==> config.mk <==
export PLATFORM = sky130hd
export DESIGN_NAME = oqpsk_symbol_upsampler
export DESIGN_NICKNAME = d
export VERILOG_FILES = /design/src/rtl/oqpsk_symbol_upsampler_pkg.sv /design/src/rtl/oqpsk_symbol_upsampler.sv
export SDC_FILE = /design/constraint.sdc
export NUM_CORES = 1
export LEC_CHECK = 0
export CAP_MARGIN = 0
export CORE_ASPECT_RATIO = 1.4
export CORE_UTILIZATION = 46
export CTS_BUF_LIST = sky130_fd_sc_hd__clkbuf_16
export CTS_CLUSTER_SIZE = 25
export DETAILED_ROUTE_END_ITERATION = 10
export GPL_TIMING_DRIVEN = 0
export HOLD_SLACK_MARGIN = 0.02
export PLACE_DENSITY = 0.86
export SETUP_SLACK_MARGIN = 0.1
export SYNTH_ARGS = -nofsm -noshare
export SYNTH_HDL_FRONTEND = slang
export SYNTH_SLANG_ARGS = --single-unit
==> constraint.sdc <==
create_clock -name aclk -period 4.2 [get_ports aclk]
set_input_delay 0.42 -clock aclk [delete_from_list [all_inputs] [get_ports aclk]]
set_output_delay 0.42 -clock aclk [all_outputs]
set_load 0.005 [all_outputs]
==> src/rtl/oqpsk_symbol_upsampler_pkg.sv <==
// rtl/oqpsk_symbol_upsampler_pkg.sv - shared types and field helpers for the OQPSK symbol upsampler
package oqpsk_symbol_upsampler_pkg;

  // IDLE waits for a symbol, EMIT plays the held symbol out over all phases.
  typedef enum logic {
    UPS_IDLE = 1'b0,
    UPS_EMIT = 1'b1
  } upsampler_state_t;

  // The I level always sits in the low half of a symbol word.
  localparam int UPS_I_LSB = 0;

  // The Q level starts at the midpoint of the symbol word.
  function automatic int ups_q_lsb(input int width);
    return width / 2;
  endfunction

endpackage

==> src/rtl/oqpsk_symbol_upsampler.sv <==
// rtl/oqpsk_symbol_upsampler.sv - expands each {Q,I} symbol into SAMPLES_PER_SYMBOL output samples
module oqpsk_symbol_upsampler
  import oqpsk_symbol_upsampler_pkg::*;
#(
  parameter int SAMPLES_PER_SYMBOL     = 8,
  parameter int C_S00_AXIS_TDATA_WIDTH = 32,
  parameter int C_M00_AXIS_TDATA_WIDTH = 32,
  parameter int ZERO_STUFF             = 1
) (
  input  logic                              aclk,
  input  logic                              sresetn,
  input  logic                              s00_axis_tvalid,
  input  logic [C_S00_AXIS_TDATA_WIDTH-1:0] s00_axis_tdata,
  input  logic                              s00_axis_tlast,
  output logic                              s00_axis_tready,
  output logic                              m00_axis_tvalid,
  output logic [C_M00_AXIS_TDATA_WIDTH-1:0] m00_axis_tdata,
  output logic                              m00_axis_tlast,
  input  logic                              m00_axis_tready,
  output logic                              underrun
);

  localparam int PW    = (SAMPLES_PER_SYMBOL > 1) ? $clog2(SAMPLES_PER_SYMBOL) : 1;
  localparam int HALF  = C_S00_AXIS_TDATA_WIDTH / 2;
  localparam int Q_LSB = ups_q_lsb(C_S00_AXIS_TDATA_WIDTH);
  localparam logic [PW-1:0] PHASE_LAST = PW'(SAMPLES_PER_SYMBOL - 1);

  upsampler_state_t                  state_q, state_d;
  logic [C_S00_AXIS_TDATA_WIDTH-1:0] sym_q, sym_d;
  logic                              last_q, last_d;
  logic [PW-1:0]                     phase_q, phase_d;
  logic                              in_burst_q, in_burst_d;
  logic                              underrun_q, underrun_d;

  logic                              emit;
  logic                              final_ph;
  logic                              in_hs;
  logic                              out_hs;
  logic [HALF-1:0]                   sym_i;
  logic [HALF-1:0]                   sym_q_lvl;

  // Output handshake view and the held sample, rebuilt from its I/Q fields.
  always_comb begin
    emit            = (state_q == UPS_EMIT);
    final_ph        = (phase_q == PHASE_LAST);
    sym_i           = sym_q[UPS_I_LSB +: HALF];
    sym_q_lvl       = sym_q[Q_LSB +: HALF];
    m00_axis_tvalid = emit;
    m00_axis_tlast  = emit && last_q && final_ph;
    s00_axis_tready = (state_q == UPS_IDLE) || (final_ph && m00_axis_tready);
    m00_axis_tdata  = '0;
    if (emit && ((ZERO_STUFF == 0) || (phase_q == '0))) begin
      m00_axis_tdata = {sym_q_lvl, sym_i};
    end
    in_hs    = s00_axis_tvalid && s00_axis_tready;
    out_hs   = m00_axis_tvalid && m00_axis_tready;
    underrun = underrun_q;
  end

  // Next-state logic: phase advance, back-to-back reload, drain to idle and starvation flag.
  always_comb begin
    state_d    = state_q;
    sym_d      = sym_q;
    last_d     = last_q;
    phase_d    = phase_q;
    in_burst_d = in_burst_q;
    underrun_d = underrun_q;
    case (state_q)
      UPS_IDLE: begin
        if (in_hs) begin
          state_d    = UPS_EMIT;
          sym_d      = s00_axis_tdata;
          last_d     = s00_axis_tlast;
          phase_d    = '0;
          in_burst_d = !s00_axis_tlast;
        end
      end
      UPS_EMIT: begin
        if (out_hs) begin
          if (!final_ph) begin
            phase_d = phase_q + PW'(1);
          end else begin
            if (last_q) begin
              in_burst_d = 1'b0;
            end
            phase_d = '0;
            if (in_hs) begin
              sym_d      = s00_axis_tdata;
              last_d     = s00_axis_tlast;
              in_burst_d = !s00_axis_tlast;
            end else begin
              state_d = UPS_IDLE;
              // The next symbol of an open burst did not arrive in time.
              if (!last_q) begin
                underrun_d = 1'b1;
              end
            end
          end
        end
      end
      default: begin
        state_d = UPS_IDLE;
        phase_d = '0;
      end
    endcase
  end

  // State register with synchronous active-low reset; reset drops any symbol in flight.
  always_ff @(posedge aclk) begin
    if (!sresetn) begin
      state_q    <= UPS_IDLE;
      sym_q      <= '0;
      last_q     <= 1'b0;
      phase_q    <= '0;
      in_burst_q <= 1'b0;
      underrun_q <= 1'b0;
    end else begin
      state_q    <= state_d;
      sym_q      <= sym_d;
      last_q     <= last_d;
      phase_q    <= phase_d;
      in_burst_q <= in_burst_d;
      underrun_q <= underrun_d;
    end
  end

endmodule

Word level (Yosys, flattened, before mapping):

Cells that the tools add are included.

* register bits: 38
* logic and storage cells: 41
* bits of input ports: 37

* muxes and demuxes: 17
* reduce and logical (&&, ||, !) cells: 11
* add/sub/neg operators: 1
* bitwise gates (word level): 3
* equal/unequal tests: 4

Operators by type and width (count)
* 32-bit two-way mux: 4
* 32-bit one-hot mux with 2 select lines: 1
* 3-bit two-way mux: 3
* 1-bit logical AND: 6
* 1-bit two-way mux: 6
* 3-bit one-hot mux with 2 select lines: 1
* 5-bit AND reduction: 1
* 2-bit by 1-bit != test with 1-bit output, second input constant: 2
* 1-bit one-hot mux with 2 select lines: 2
* 2-bit AND reduction: 2
* 3-bit by 1-bit adder with 3-bit output, second input constant: 1
* 3-bit equality test, second input constant: 1
* 3-bit logical NOT: 1
* 1-bit inverter: 3
* 2-bit != test, second input constant: 1
* 1-bit logical OR: 1

Logic depth before layout (Yosys ltp):

* word-level depth: 8
* depth in mapped cells: 7

Least setup slack after synthesis:

No wires, ideal clock.

* path type: flip-flop to output port
* start point: reg phase_q[0]
* end point: out m00_axis_tdata[10]
* required time: 3.780 ns
* cell stages (with the launch flop): 7
* setup slack: 2.701 ns
* arrival: 1.079 ns
* cells stage by stage: dfxtp_1 inv_1 ha_1 nand2_1 nor2_1 clkbuf_1 and2_1

* cells in the longest elaborated chain, start to end: 3

RTL lines
* start, declared: RTL line oqpsk_symbol_upsampler.sv:31 `logic [PW-1:0] phase_q, phase_d;`
* start signal, assigned: RTL line oqpsk_symbol_upsampler.sv:121 `phase_q <= phase_d;`
* 3-bit logical NOT: RTL line oqpsk_symbol_upsampler.sv:52 `if (emit && ((ZERO_STUFF == 0) || (phase_q == '0))) begin`
* 1-bit logical AND: RTL line oqpsk_symbol_upsampler.sv:52
* 32-bit two-way mux: RTL line oqpsk_symbol_upsampler.sv:52
* end, declared: RTL line oqpsk_symbol_upsampler.sv:17 `output logic [C_M00_AXIS_TDATA_WIDTH-1:0] m00_axis_tdata,`

No other way between the ends.

Worst setup path in the final report:

* start point: reg phase_q[0]
* end point: out m00_axis_tdata[7]

Same word-level chain as after synthesis.

==> summary.txt <==
Run status
  • Status: finished clean

Clock tree
  • Num Clock Sinks: 38
  • Worst-path clk slew: roughly 50 ps
  • Clock Path Buffers: 2
  • Cts repair resizes: 0
  • Htree depth: 2
  • CTS tree: built
  • Cts hold-fix bufs: 0
  • Cts bufs inserted: 5
  • CTS Root Buffer Type: clkbuf_16
  • Worst-Skew Late Latency: 270 ps
  • Setup repair bufs after CTS: 0

Final layout
  • Layout cell share with drive strength beyond 1: 0.04196
  • Nets: 326
  • Synthesis-to-finish area growth: 48.87%
  • Final Non-Filler Cells: approximately 330
  • ANT cells: 0
  • Final Cell Area: 2729 um^2

Detailed routing
  • Antenna violation net count after detailed routing: 0
  • Residual DRC count: 0
  • First drt pass iteration count: 4
  • Drt wl/cell: between 10 and 15 um
  • Post-Route WL: between 3 and 4 mm
  • DRT iter0 DRCs: 51
  • Vias: between 1500 and 2000
  • Via density: approximately 4.8

Global route
  • GRT Total Usage: 0.1979
  • Initial antenna violation count: 0
  • First-pass GRT wire length: slightly below 7 mm
  • GRT overflow: 0
  • Vias in the first global route: around 1600
  • Largest net degree at the start of global routing: 11

Logic synthesis
  • Post-synthesis mux area share: 0.1857
  • Synthesized flop and latch total: 38
  • Post-synthesis compound-gate area fraction: 0.03140
  • XOR/XNOR share of the synthesized area: 0
  • Synth unique cells: 21
  • Syn. warnings: 0
  • Area contributors post-synth: dfxtp_1, mux2i_1, nand2_1
  • Largest family of logic cells by synthesized area: simple AND/OR/NAND/NOR gates
  • Top cell type's share of synthesized area: 0.4150
  • Area share of fa/ha/maj cells after synthesis: 0.02048
  • Sequential share of the synthesized area: 0.4150
  • Synthesized area: around 1800 um^2
  • Post-synthesis simple-gate area fraction: 0.2799
  • Syn Nets: ~250
  • Syn avg cell area: 8.813 um^2
  • Post-Syn Instances: around 210
  • Yosys top cell by area: dfxtp_1

Timing
  • Worst slew pin tran: between 400 and 500 ps
  • RSZ-0062 raised after global routing: no
  • F_max: 382.7 MHz
  • Max-Slew Margin vs Limit: 0.6855
  • Setup violators final: 0
  • Max-slew violation count: 0
  • Final Hold Slack: between 400 and 500 ps
  • Final Hold Viols: 0
  • Setup Skew: 1.717 ps
  • Min Tclk post-route: between 2000 and 3000 ps
  • Period utilization: 0.6222
  • Setup_tns: 0 ps

Worst hold path
  • Hold Path End: sym_q[26]
  • Type of the most critical hold path: reg2reg
  • Min-Delay Startpoint: sym_q[26]
  • Min-Delay Path Depth: 2

Worst setup path
  • WP data arrival: roughly 2200 ps
  • Crit path largest cell delay: between 400 and 500 ps
  • Crit Path Category: reg2out
  • CP Cell Sequence: inv_1 -> ha_1 -> nand2_1 -> nor2_1 -> clkbuf_1 -> and2_1 -> clkdlybuf4s50_1
  • Reg2reg start: phase_q[0]
  • Cell family with most CP delay: buffers and inverters
  • CP startpoint kind: flop
  • FF-to-FF setup slack: approximately 2600 ps
  • Buffer and inverter count on the worst path: 3
  • Crit Path Max Fanout: 10
  • Slowest CP cell: clkdlybuf4s50_1
  • CP endpoint kind: output port
  • Worst Path Required: between 3000 and 4000 ps
  • R2R Path End: sym_q[30]
  • Worst r2r path cells: 7

Pwr
  • Worst ir drop on vdd: roughly 280 uV
  • Sequential share of power: 0.451
  • PwrDens: about 320 nW/um^2
  • Clock power share: 0.389
  • Combinational cell fraction of total power: 0.160
  • Internal power: 0.6776 mW
  • Leakage: approximately 1.1 nW
  • Psw: ~0.19 mW
  • Sw frac: 0.2212

Place
  • DP Area: 2596 um^2
  • Final HPWL DP: roughly 2.9 mm
  • I/O Buffers: 71
  • Placed Cells: 321
  • RePlAce Congestion: 0.7664

Floorplan
  • Die outline width: approximately 55 um
  • Site Rows: 26
  • Die height: 76.69 um
  • Initial Utilization: 0.4900
  • Core Box Area: about 3700 um^2
  • Die area: around 4200 um^2
  • I/O Pins: 73

Job
  • Max-cap violations: 0
## metrics by stage
stage | setup WS, ps | util | total power, mW
global route | 1398 | 0.7294 | 0.9071
finish | 1587 | 0.7294 | 0.8700
floorplan | 2701 | - | 0.4706
CTS | 1513 | 0.7294 | 0.8788
global placement | 1825 | 0.6940 | 0.5382
detailed placement | 1816 | 0.6940 | 0.5410
## flip-flops by register name, summed over array words and instances, names as in the netlist
name             flops
m00_axis_tvalid      1
phase_q              3
underrun             1
sym_q               32
last_q               1
## synth_stat cells
| cell type | n |
|---|---|
| ha_1 | 3 |
| inv_1 | 3 |
| a32oi_1 | 1 |
| dfxtp_1 | 38 |
| buf_6 | 1 |
| nor4b_1 | 1 |
| nor2b_1 | 1 |
| and2_1 | 32 |
| or3_1 | 1 |
| clkbuf_1 | 11 |
| nand2_1 | 70 |
| nand4b_1 | 1 |
| and3_2 | 1 |
| nor2_1 | 1 |
| mux2i_1 | 34 |
| buf_12 | 3 |
| a21boi_1 | 1 |
| nor2b_2 | 1 |
| a21boi_0 | 1 |
| o21a_1 | 2 |
| a21boi_4 | 1 |
## power by group through the flow
stage | clock network, mW | logic [mW] | registers, mW
after floorplan | 0 | 0.0732 | 0.397
after global placement | 0 | 0.139 | 0.399
final | 0.338 | 0.140 | 0.392
after detailed placement | 0 | 0.141 | 0.400
after global routing | 0.359 | 0.153 | 0.395
after CTS | 0.345 | 0.142 | 0.392
## worst max-delay path by stage
stage | from | to | cells past startpoint
finish | phase_q[0] | m00_axis_tdata[7] | 7
floorplan | phase_q[0] | m00_axis_tdata[10] | 6
global placement | phase_q[0] | m00_axis_tdata[25] | 7
CTS | phase_q[0] | m00_axis_tdata[23] | 7
detailed placement | phase_q[0] | m00_axis_tdata[29] | 7
global route | phase_q[0] | m00_axis_tdata[23] | 7
## worst register-to-register path, stage by stage (launching register included)
cell and delay [ps]:
dfxtp_1 360, ha_1 170, ha_1 250, a21boi_4 90, nor2b_2 140, buf_6 170, buf_12 150, mux2i_1 200
## placed cells by master (no fill, tap or decap)
| cell | count |
|---|---|
| a21boi_0 | 1 |
| a21boi_1 | 1 |
| a21boi_4 | 1 |
| a32oi_1 | 1 |
| and2_1 | 32 |
| and3_2 | 1 |
| buf_12 | 3 |
| buf_6 | 1 |
| clkbuf_1 | 11 |
| clkbuf_16 | 5 |
| clkdlybuf4s50_1 | 71 |
| dfxtp_1 | 38 |
| ha_1 | 3 |
| inv_1 | 5 |
| mux2i_1 | 34 |
| nand2_1 | 70 |
| nand4b_1 | 1 |
| nor2_1 | 1 |
| nor2b_1 | 1 |
| nor2b_2 | 1 |
| nor4b_1 | 1 |
| o21a_1 | 2 |
| or3_1 | 1 |
## metal layers
metal / global-route usage / vias up / part of all wire
li1: - / 818 / -
met1: 0.2182 / 713 / 0.43
met2: 0.3639 / 49 / 0.51
met3: 0.05228 / 6 / 0.052
met4: 0.06000 / 0 / 0.012
met5: 0 / - / 0
## final cells by class
type / instances / area, um^2
fill: 318 / 1012
buffer: 15 / 112.6
sequential: 38 / 760.7
multi-input combinational: 152 / 948.4
clock inverter: 2 / 7.507
clock buffer: 5 / 125.1
timing repair buffer: 71 / 710.7
inverter: 3 / 11.26
tap: 42 / 52.55
## kinds of logic (layout without fill, tap and decap cells)
family	after synthesis	after routing
buffers and inverters	18	96
and+or+nand+nor	109	109
AOI/OAI and AO/OA	6	6
muxes	34	34
adders and majority gates	3	3
DFF	38	38
Power figures use the tool's default switching activity.
